--- src/rtl/mul_deser_pkg.sv ---
// Shared definitions for the complex-multiplier result deserializer.
//   calc_w  : width of one product part (real or imag) from operand width
//             and fractional bits.
//   state_t : FSM encoding (IDLE = waiting for lane 0, COLLECT = mid-frame).
//   lane_lo : low bit offset of a lane inside the flat frame vector.
package mul_deser_pkg;

  typedef enum logic {
    IDLE    = 1'b0,
    COLLECT = 1'b1
  } state_t;

  function automatic int calc_w(input int input_width, input int point_position);
    return 2 * input_width - point_position + 1;
  endfunction

  function automatic int lane_lo(input int lane, input int w);
    return lane * 2 * w;
  endfunction

endpackage

--- src/rtl/mul_deser_lane_buf.sv ---
// Shadow buffer holding one partially assembled frame.
// Ports:
//   clk, rst_n : clock and asynchronous active-low reset (clears all lanes)
//   wr_en      : write wr_data into lane wr_lane on this edge
//   wr_lane    : lane index to write
//   wr_data    : {real, imag} of one product
//   data       : all lanes flattened, lane k at [lane_lo(k)+2W-1 : lane_lo(k)]
module mul_deser_lane_buf
  import mul_deser_pkg::*;
#(
  parameter int P_LANES = 4,
  parameter int W       = 11,
  parameter int LW      = $clog2(P_LANES)
) (
  input  logic                     clk,
  input  logic                     rst_n,
  input  logic                     wr_en,
  input  logic [LW-1:0]            wr_lane,
  input  logic [2*W-1:0]           wr_data,
  output logic [P_LANES*2*W-1:0]   data
);

  logic [2*W-1:0] lanes [P_LANES];

  always_ff @(posedge clk or negedge rst_n) begin
    if (!rst_n) begin
      for (int k = 0; k < P_LANES; k++) lanes[k] <= '0;
    end else if (wr_en) begin
      lanes[wr_lane] <= wr_data;
    end
  end

  for (genvar k = 0; k < P_LANES; k++) begin : g_flat
    assign data[lane_lo(k, W) +: 2*W] = lanes[k];
  end

endmodule

--- src/rtl/mul_result_deser.sv ---
// Collects P_LANES consecutive complex products from the time-multiplexed
// multiplier into one parallel frame, presented with a one-cycle o_valid.
// Framing errors (orphan beat, restart mid-frame, optional stall timeout)
// produce a one-cycle o_err.
// Optional feature macro: MUL_DESER_TIMEOUT_EN (mid-frame stall watchdog).
// Ports:
//   CLK     : fast multiplier clock, rising edge
//   RST     : asynchronous active-low reset
//   i_valid : product beat present
//   i_first : beat is lane 0 of a frame (qualified by i_valid)
//   i_real  : real part of product, W bits two's complement
//   i_imag  : imaginary part of product, W bits two's complement
//   o_data  : committed frame, lane k = {real, imag} at [(k+1)*2W-1 : k*2W]
//   o_valid : one-cycle pulse, o_data holds a new frame
//   o_err   : one-cycle framing-error pulse
// Handshake: no backpressure. A beat is consumed on every rising CLK edge
// where i_valid is high; o_valid/o_err are single-cycle pulses the consumer
// must capture in that cycle.
module mul_result_deser
  import mul_deser_pkg::*;
#(
  parameter int P_INPUT_WIDTH    = 8,
  parameter int P_POINT_POSITION = 6,
  parameter int P_LANES          = 4,
  parameter int P_TIMEOUT        = 15
) (
  input  logic                                                         CLK,
  input  logic                                                         RST,
  input  logic                                                         i_valid,
  input  logic                                                         i_first,
  input  logic [calc_w(P_INPUT_WIDTH, P_POINT_POSITION)-1:0]           i_real,
  input  logic [calc_w(P_INPUT_WIDTH, P_POINT_POSITION)-1:0]           i_imag,
  output logic [P_LANES*2*calc_w(P_INPUT_WIDTH, P_POINT_POSITION)-1:0] o_data,
  output logic                                                         o_valid,
  output logic                                                         o_err
);

  localparam int W  = calc_w(P_INPUT_WIDTH, P_POINT_POSITION);
  localparam int DW = P_LANES * 2 * W;
  localparam int LW = $clog2(P_LANES);
  localparam logic [LW-1:0] LAST = LW'(P_LANES - 1);

  state_t          state_q, state_d;
  logic [LW-1:0]   cnt_q, cnt_d;
  logic            wr_en;
  logic [LW-1:0]   wr_lane;
  logic            commit;
  logic            valid_d, err_d;
  logic            timeout;
  logic [DW-1:0]   buf_data;
  logic [DW-1:0]   commit_data;

  mul_deser_lane_buf #(
    .P_LANES (P_LANES),
    .W       (W),
    .LW      (LW)
  ) u_lane_buf (
    .clk     (CLK),
    .rst_n   (RST),
    .wr_en   (wr_en),
    .wr_lane (wr_lane),
    .wr_data ({i_real, i_imag}),
    .data    (buf_data)
  );

  // The last lane goes straight from the input into o_data, so the commit
  // does not wait for the shadow buffer to capture it.
  assign commit_data = {i_real, i_imag, buf_data[DW-2*W-1:0]};

`ifdef MUL_DESER_TIMEOUT_EN
  localparam int TW = $clog2(P_TIMEOUT + 1);
  logic [TW-1:0] wd_q;

  // Counts consecutive idle cycles inside a frame; cleared by any beat and
  // whenever the FSM sits in IDLE.
  always_ff @(posedge CLK or negedge RST) begin
    if (!RST) begin
      wd_q <= '0;
    end else if (state_q == IDLE || i_valid || timeout) begin
      wd_q <= '0;
    end else begin
      wd_q <= wd_q + 1'b1;
    end
  end

  // Fires on the P_TIMEOUT-th consecutive idle cycle.
  assign timeout = (state_q == COLLECT) && !i_valid && (wd_q == TW'(P_TIMEOUT - 1));
`else
  // No watchdog: COLLECT waits indefinitely for the next beat.
  assign timeout = (P_TIMEOUT < 0);
`endif

  always_comb begin
    state_d = state_q;
    cnt_d   = cnt_q;
    wr_en   = 1'b0;
    wr_lane = cnt_q;
    commit  = 1'b0;
    valid_d = 1'b0;
    err_d   = 1'b0;
    case (state_q)
      IDLE: begin
        if (i_valid) begin
          if (i_first) begin
            wr_en   = 1'b1;
            wr_lane = '0;
            cnt_d   = LW'(1);
            state_d = COLLECT;
          end else begin
            err_d = 1'b1;
          end
        end
      end
      COLLECT: begin
        if (i_valid) begin
          if (i_first) begin
            // Restart: drop the partial frame and begin a new one.
            err_d   = 1'b1;
            wr_en   = 1'b1;
            wr_lane = '0;
            cnt_d   = LW'(1);
          end else if (cnt_q == LAST) begin
            commit  = 1'b1;
            valid_d = 1'b1;
            cnt_d   = '0;
            state_d = IDLE;
          end else begin
            wr_en = 1'b1;
            cnt_d = cnt_q + 1'b1;
          end
        end else if (timeout) begin
          err_d   = 1'b1;
          cnt_d   = '0;
          state_d = IDLE;
        end
      end
      default: begin
        cnt_d   = '0;
        state_d = IDLE;
      end
    endcase
  end

  always_ff @(posedge CLK or negedge RST) begin
    if (!RST) begin
      state_q <= IDLE;
      cnt_q   <= '0;
      o_data  <= '0;
      o_valid <= 1'b0;
      o_err   <= 1'b0;
    end else begin
      state_q <= state_d;
      cnt_q   <= cnt_d;
      o_valid <= valid_d;
      o_err   <= err_d;
      if (commit) o_data <= commit_data;
    end
  end

endmodule

--- config.mk ---
export PLATFORM = sky130hd
export DESIGN_NAME = mul_result_deser
export DESIGN_NICKNAME = d
export VERILOG_FILES = /design/src/rtl/mul_deser_pkg.sv /design/src/rtl/mul_deser_lane_buf.sv /design/src/rtl/mul_result_deser.sv
export SDC_FILE = /design/constraint.sdc
export NUM_CORES = 1
export LEC_CHECK = 0
export CAP_MARGIN = 20
export CORE_ASPECT_RATIO = 1.5
export CORE_MARGIN = 2
export CORE_UTILIZATION = 40
export CTS_CLUSTER_DIAMETER = 40
export CTS_CLUSTER_SIZE = 28
export DETAILED_ROUTE_END_ITERATION = 10
export GPL_ROUTABILITY_DRIVEN = 0
export GPL_TIMING_DRIVEN = 1
export PLACE_DENSITY = 0.75
export SYNTH_ARGS = -nofsm -noshare
export SYNTH_HDL_FRONTEND = slang
export SYNTH_HIERARCHICAL = 1
export SYNTH_SLANG_ARGS = --single-unit
--- constraint.sdc ---
create_clock -name CLK -period 3.65 [get_ports CLK]
set_clock_uncertainty 0.1 [all_clocks]
set_input_delay 0.365 -clock CLK [delete_from_list [all_inputs] [get_ports CLK]]
set_output_delay 0.365 -clock CLK [all_outputs]
set_load 0.1 [all_outputs]
# --- Word level (Yosys, flattened, before mapping) ---
# Cells that the tools add are included.
classes:
  n_addsub: 1
  magnitude_cmp: 2
  eq_ne: 4
  n_mux: 26
  bitwise_logic: 2
  reduce_logical: 2
op_table:
  columns: ["operator", "n"]
  rows:
  - ["bitwise mux 88 bit", 1]
  - ["demux 22 bit (select 2 bit)", 1]
  - ["two-way mux 22 bit", 1]
  - ["two-way mux 2 bit", 7]
  - ["two-way mux 1 bit", 12]
  - ["!= test 2 bit (second input constant)", 3]
  - ["one-hot mux 1 bit (2 select lines)", 3]
  - ["one-hot mux 2 bit (2 select lines)", 1]
  - ["greater-or-equal comparator 3 bit (second input constant)", 1]
  - ["< comparator 3 x 1 -> 1 bit (second input constant)", 1]
  - ["NOT 2 -> 3 bit", 1]
  - ["AND reduction 3 bit", 1]
  - ["adder 2 x 1 -> 2 bit (second input constant)", 1]
  - ["== test 2 bit (second input constant)", 1]
  - ["logical AND 1 bit", 1]
  - ["NOT 1 bit", 1]
totals:
  reg_bits: 181
  in_bits: 26
  word_cells: 46

# --- Depth between registers and ports, before layout ---
# Gate-level depths: netlist (run 1).
logic_depth:
  depth_word: 8
  depth_mapped: 6
  mapped_depth_nobuf: 5

# --- Modules after synthesis ---
# Netlist (run 1), hierarchy kept.
modules_own_cells:
  columns: ["mod", "n_inst", "cells_per_inst", "area_per_inst_um2", "seq_area_each_um2"]
  rows:
  - ["mul_result_deser", 1, 211, 3567.2, 2327.2]
  - ["mul_deser_lane_buf", 1, 188, 3270.6, 2202.1]

# --- Least setup slack after synthesis (run 1) ---
# Ideal clock, no wire load.
synth_timing:
  path_type: "register -> register"
  startpoint: "register cnt_q[0]"
  endpoint: "register u_lane_buf.lanes (netlist bit u_lane_buf/data[10])"
  setup_ns: 0.125
  arrival_time_ns: 1.708
  required_time_ns: 3.425
  setup_slack_ns: 1.718
  path_stages_with_launch: 7
  path_buffers: 1
  synth_period_minus_slack_ns: 1.932
  cell_sequence: "dfrtp_1 > ha_1 > nor2b_1 > o21a_1 > nor3b_2 > buf_4 > mux2_2"
synth_via:
  word_cells_on_any_way: 14
  cone_classes: "order compare: 2; eq/ne: 1; mux: 9; bitwise: 1; reduce/logical: 1"
synth_rtl:
  columns: ["item", "line_no", "rtl"]
  rows:
  - ["start: declaration", "mul_result_deser.sv:44", "logic [LW-1:0] cnt_q, cnt_d;"]
  - ["start signal: assignment", "mul_result_deser.sv:153", "cnt_q <= cnt_d;"]
  - ["== test 2 bit", "mul_result_deser.sv:122", "end else if (cnt_q == LAST) begin"]
  - ["two-way mux 1 bit", "mul_result_deser.sv:122", null]
  - ["two-way mux 1 bit", "mul_result_deser.sv:116", "if (i_first) begin"]
  - ["two-way mux 1 bit", "mul_result_deser.sv:115", "if (i_valid) begin"]
  - ["one-hot mux 1 bit (2 select lines)", "mul_result_deser.sv:101", "case (state_q)"]
  - ["net wr_en", "mul_result_deser.sv:45", "logic wr_en;"]
  - ["end signal: indexed assignment", "mul_deser_lane_buf.sv:29", "lanes[wr_lane] <= wr_data;"]
  - ["end: declaration", "mul_deser_lane_buf.sv:23", "logic [2*W-1:0] lanes [P_LANES];"]
# The timed path passes the listed nets, and every way through them passes these cells.
# A chain may end at the register's enable or synchronous reset.

# --- Final worst setup path (run 1) ---
layout_timing:
  startpoint: "register o_data[57]"
  endpoint: "output o_data[57]"
layout_rtl:
  columns: ["item", "line_no", "rtl"]
  rows:
  - ["start: declaration", "mul_result_deser.sv:33", "output logic [P_LANES*2*calc_w(P_INPUT_WIDTH, P_POINT_POSITION)-1:0] o_data,"]
  - ["start signal: assignment", "mul_result_deser.sv:156", "if (commit) o_data <= commit_data;"]
# No word-level cell between the ends.

==> results of run 1 <==
==> flip-flops by register name (all words and copies together), names as in the netlist <==
signal,count
o_valid,1
u_lane_buf/data,66
o_err,1
cnt_q,2
o_data,88
state_q,1
==> placed cells by master, fill, tap and decap left out, drive strengths merged, types with 2 or more instances in the layout <==
| cell | count |
|---|---|
| inv | 6 |
| mux2 | 154 |
| nand2 | 2 |
| dfrtp | 159 |
| buf | 9 |
| clkbuf | 19 |
| clkdlybuf4s50 | 114 |
| nand3b | 2 |
| clkinvlp | 3 |
| clkinv | 5 |
==> worst paths after layout <==
check | to | slack, ns | depth (start not counted)
worst max-delay path | o_data[57] | 1.25 | 1
worst min-delay path | o_data[12] | -0.01 | 1
worst max register to register | u_lane_buf/data[16] | 1.49 | 6
worst min register to register | o_data[45] | 0.39 | 1
max in group asynchronous | o_data[46] | 2.65 | 2
min in group CLK | o_data[45] | 0.39 | 1
==> cell type report <==
type	instances	share of cell area (%)
timing repair buffer	123	15.49
multi-input combinational	173	24.26
clock buffer	19	5.670
tap	196	3.070
sequential	159	49.80
inverter	2	0.09397
clock inverter	13	1.613
==> per-stage QoR <==
stage          std cells  util [%]
3_5_place_dp         653     50.52
3_3_place_gp         653     50.52
5_1_grt              685     54.49
4_1_cts              685     54.49
2_1_floorplan        352         -
6_report             685     54.49
==> routing by layer <==
layer | wire (µm) | vias to the layer above
li1 | - | 1495
met1 | 4632 | 1748
met2 | 6397 | 79
met3 | 518 | 11
met4 | 206 | 0
met5 | 0 | -
==> results.yml, run 1 <==
timing:
  post-route-worst-setup-slack_ns: 1.250
  timing.max_slew.rel_slack_pct: 31.14
  finalHoldViolations: 2
  minimum_period_implied_by_the_final_worst_setup_slack_ns: 2.400
  fmaxAchievable_ghz: 0.4166
  tightest_slew_ns: 1.030
  final_min_period_over_clock_period_pct: 65.76
  rsz0062_at_grt: "false"
  slew_viol_final: 0
  finalSetupViolCount: 0
  worst_hold_slack_ns: -0.009682
  timing.setup.tns_ns: 0
routing:
  drt-total-wl_um: 11750
  avgViaCountPerCell: 4.866
  route.detailed.wl_per_inst_um: 17.16
  drc: 0
  first_iter_violations: 114
  detail-route-antenna-nets: 0
  drt_pass1_iterations: 4
  routed-via-count: 3333
yosys:
  post_synth_instance_area_um2: 6025
  synth_cells: 352
  synthesis.area_per_instance_um2: 17.12
  synthesis.yosys.warnings: 6
  mappedNetlistNets: 379
setup_path:
  max_stage_delay_ns: 1.15
  cp_top_family: "buffers and inverters"
  timing.critical_path.slowest_stage_cell: "sky130_fd_sc_hd__clkdlybuf4s50_1"
  crit_path_end_kind: "output port"
  cp_data_arrival_time_ns: 1.94
  crit_buf_inv: 1
  crit_required_ns: 3.18
  startpoint_of_the_worst_register_to_register_path: "cnt_q[0]"
  crit_path_max_fanout: 2
  type_of_origin_of_the_critical_path: "register"
  critPathKind: "register to output port"
  critical_path_launch_point: "o_data[57]"
  crit_chain: "clkdlybuf4s50_1"
layout:
  multi_input_area_um2: 1938
  layout.cell_area.non_filler_um2: 7989
  final.fill_count: 1215
  antenna_cells_inserted: 0
  register_area_um2: 3979
  finalNetCount: 503
  layout_area_growth_over_synthesis_pct: 32.61
  layout-drive-gt1-share_pct: 40.29
floorplanning:
  die_y_extent_um: 154.3
  placementRows: 54
  floorplan.core_area_um2: 14660
  dieArea_um2: 16080
  initial_core_utilization_pct: 41.09
  die-width_um: 104.2
  io_pins: 116
clock_tree:
  clock_path_buffers: 2
  cts_sinks: 159
  cts_inserted_buffers: 17
  worst_skew_pair.late_latency_ns: 0.41
  post-cts-setup-buffers: 0
  clk_transition_reported_paths_ns: 0.06
  clock_tree.htree_level_count: 4
  cts_tree: "done"
  cts_hold_buffers: 0
  cts_root_buf: "sky130_fd_sc_hd__clkbuf_16"
  cts_resized: 0
global_route:
  track_usage_pct: 15.47
  groute.layer.met3.usage_pct: 4.635
  first_global_vias: 3623
  grt_overflow_total: 0
  grt_first_pass_wirelength_um: 19290
  number_of_antenna_violations_at_the_first_check_in_global_routing: 0
  grt_util_met2_pct: 27.13
  grt_met1_use_pct: 17.40
  busiest_layer: "met2"
  largest_net_degree_at_the_start_of_global_routing: 112
placed_design:
  pre_cts_ws_ns: 1.093
  numPortBuffers: 115
  placed_area_um2: 7407
  dp_hpwl_um: 7983
run_status:
  outcome: "complete, but fails checks"
  failing_checks: "hold timing"
run:
  maxCapViolCount: 0
min_path:
  worst_hold_path_type: "input port to asynchronous set/reset pin"
Power of run 1 is left out: the tool's default activity adds up to more than one toggle a clock period on the data nets, which glitch-free logic cannot reach.
==> run 2: changes to the inputs <==
--- a/config.mk
+++ b/config.mk
@@ -14,7 +14,7 @@
 export DETAILED_ROUTE_END_ITERATION = 10
 export GPL_ROUTABILITY_DRIVEN = 0
 export GPL_TIMING_DRIVEN = 1
-export PLACE_DENSITY = 0.75
+export PLACE_DENSITY = 0.77
 export SYNTH_ARGS = -nofsm -noshare
 export SYNTH_HDL_FRONTEND = slang
 export SYNTH_HIERARCHICAL = 1
==> constraint.sdc (replaced) <==
create_clock -name CLK -period 2.2 [get_ports CLK]
set_clock_uncertainty 0.1 [all_clocks]
set_input_delay 0.22 -clock CLK [delete_from_list [all_inputs] [get_ports CLK]]
set_output_delay 0.22 -clock CLK [all_outputs]
set_load 0.1 [all_outputs]
==> results.yml, run 2 (synthesized netlist as in run 1, its figures left out) <==
timing:
  rsz0062_at_grt: "false"
  minimum_period_implied_by_the_final_worst_setup_slack_ns: 2.062
  finalSetupViolCount: 0
  finalHoldViolations: 0
  final_min_period_over_clock_period_pct: 93.75
  tightest_slew_ns: 0.4624
  timing.setup.tns_ns: 0
  timing.max_slew.rel_slack_pct: 69.17
  fmaxAchievable_ghz: 0.4849
  slew_viol_final: 0
placed_design:
  dpl.cell_count: 659
  dp_hpwl_um: 8018
  numPortBuffers: 115
routing:
  first_iter_violations: 117
  drc: 0
  routed-via-count: 3351
  drt-total-wl_um: 11780
  drt_pass1_iterations: 4
  detail-route-antenna-nets: 0
  avgViaCountPerCell: 4.842
  route.detailed.wl_per_inst_um: 17.02
floorplanning:
  placementRows: 54
  die_y_extent_um: 154.3
  dieArea_um2: 16080
  io_pins: 116
  initial_core_utilization_pct: 41.09
  floorplan.core_area_um2: 14660
  die-width_um: 104.2
global_route:
  grt_util_met2_pct: 26.82
  first_global_vias: 3592
  number_of_antenna_violations_at_the_first_check_in_global_routing: 0
  busiest_layer: "met2"
  groute.layer.met3.usage_pct: 4.678
  grt_overflow_total: 0
  grt_met1_use_pct: 18.05
  grt_first_pass_wirelength_um: 19400
  track_usage_pct: 15.53
  largest_net_degree_at_the_start_of_global_routing: 86
layout:
  layout-drive-gt1-share_pct: 59.07
  final_core_util_pct: 53.79
  register_area_um2: 3979
  largest-register: "o_data"
  final.fill_count: 1198
  layout_area_growth_over_synthesis_pct: 30.90
  finalNetCount: 510
  post_layout_nonfiller_instances: 692
  multi_input_area_um2: 1938
  max_ffs_per_register: 88
  layout_commonest_cell: "sky130_fd_sc_hd__dfrtp_1"
  most-common-layout-cells: "159 x sky130_fd_sc_hd__dfrtp_1, 144 x sky130_fd_sc_hd__mux2_2, 97 x sky130_fd_sc_hd__buf_4"
  antenna_cells_inserted: 0
setup_path:
  type_of_origin_of_the_critical_path: "register"
  timing.critical_path.slowest_stage_cell: "sky130_fd_sc_hd__dfrtp_1"
  regToRegEndpoint: "u_lane_buf/data[14]"
  r2r_setup_slack_ns: 0.14
  crit_path_end_kind: "register"
  crit_chain: "ha_1 > nor2b_1 > o21a_1 > nor3b_4 > buf_6 > mux2_2"
  max_stage_delay_ns: 0.42
  critPathKind: "register to register"
  crit_path_max_fanout: 11
  rr_worst_depth: 6
  startpoint_of_the_worst_register_to_register_path: "cnt_q[0]"
  cp_data_arrival_time_ns: 2.26
  crit_required_ns: 2.39
min_path:
  worst_hold_path_type: "input port to asynchronous set/reset pin"
clock_tree:
  clock_tree.htree_level_count: 4
  clk_transition_reported_paths_ns: 0.07
  cts_root_buf: "sky130_fd_sc_hd__clkbuf_16"
  clock_path_buffers: 2
  cts_tree: "done"
  worst_skew_pair.late_latency_ns: 0.41
  cts_sinks: 159
  cts_inserted_buffers: 17
run:
  maxCapViolCount: 0
run_status:
  outcome: "complete, no violations"
-- run 2: cell types whose count changed in the layout (fill, tap and decap cells not counted) --
cell                              previous run  this run
sky130_fd_sc_hd__buf_6                       1         3
sky130_fd_sc_hd__clkinv_8                    0         1
sky130_fd_sc_hd__clkinv_2                    2         1
sky130_fd_sc_hd__inv_8                       2         1
sky130_fd_sc_hd__dlygate4sd3_1               0         1
sky130_fd_sc_hd__clkinv_4                    3         5
sky130_fd_sc_hd__inv_6                       2         4
sky130_fd_sc_hd__clkbuf_8                    2         0
sky130_fd_sc_hd__buf_12                      2         5
sky130_fd_sc_hd__buf_4                       6        97
sky130_fd_sc_hd__clkdlybuf4s50_1           114        24
sky130_fd_sc_hd__clkinvlp_4                  3         1
sky130_fd_sc_hd__bufinv_16                   1         2
-- run 2: per-stage QoR --
step	cell area, µm²	hold WS (ns)	worst slack (ns)
after floorplan	6025	-0.1756	0.2916
after global placement	7264	-0.08701	0.09762
after detailed placement	7264	-0.08628	0.07485
after CTS	7879	0.03029	0.09843
after global routing	7886	0.03696	0.01246
final	7886	0.04633	0.1376
-- run 2: area by class of cell --
type                    instances  share of cell area (%)
flip-flops and latches        159                   50.45
multi-input cells             173                   24.58
repair buffers                130                   14.10
clock buffers                  17                   5.394
well taps                     196                   3.110
clock inverters                15                   2.269
inverters                       2                 0.09519
-- run 2: worst max path at each step --
stage	startpoint	to	slack, ns	cells past startpoint
6_report	cnt_q[0]	u_lane_buf/data[14]	0.14	6
5_1_grt	cnt_q[0]	u_lane_buf/data[19]	0.01	6
4_1_cts	cnt_q[0]	u_lane_buf/data[14]	0.1	6
3_5_place_dp	i_valid	u_lane_buf/data[14]	0.07	6
3_3_place_gp	i_valid	u_lane_buf/data[16]	0.1	6
2_1_floorplan	cnt_q[0]	u_lane_buf/data[10]	0.29	6
-- run 2: critical path: cells and delay by family (launching register included) --
kind / cells / cell delay [ns]
AOI/OAI and AO/OA: 1 / 0.17
adders and majority gates: 1 / 0.29
buffers and inverters: 1 / 0.21
DFF: 1 / 0.42
muxes: 1 / 0.35
and+or+nand+nor: 2 / 0.40
-- run 2: per-layer routing --
metal | part of all wire [%] | vias up | wire length (µm)
li1 | - | 1515 | -
met1 | 40 | 1735 | 4660
met2 | 53 | 85 | 6256
met3 | 4.8 | 16 | 569
met4 | 2.5 | 0 | 290
met5 | 0 | - | 0
-- run 2: repair_timing --
item                                    in CTS  in global routing
hold buffers                                 1                  0
setup buffers                                0                  0
resized for setup                            0                  2
hold endpoints to repair                   159                  0
endpoints found under the setup margin       0                  9
Power of run 2 is left out for the same reason.
==> run 3: changes to the inputs <==
--- a/config.mk
+++ b/config.mk
@@ -5,7 +5,6 @@
 export SDC_FILE = /design/constraint.sdc
 export NUM_CORES = 1
 export LEC_CHECK = 0
-export CAP_MARGIN = 20
 export CORE_ASPECT_RATIO = 1.5
 export CORE_MARGIN = 2
 export CORE_UTILIZATION = 40
==> results of run 3 <==
The final DEF is identical to that of run 2; final timing and power are the same.
Power of run 3 is left out for the same reason.
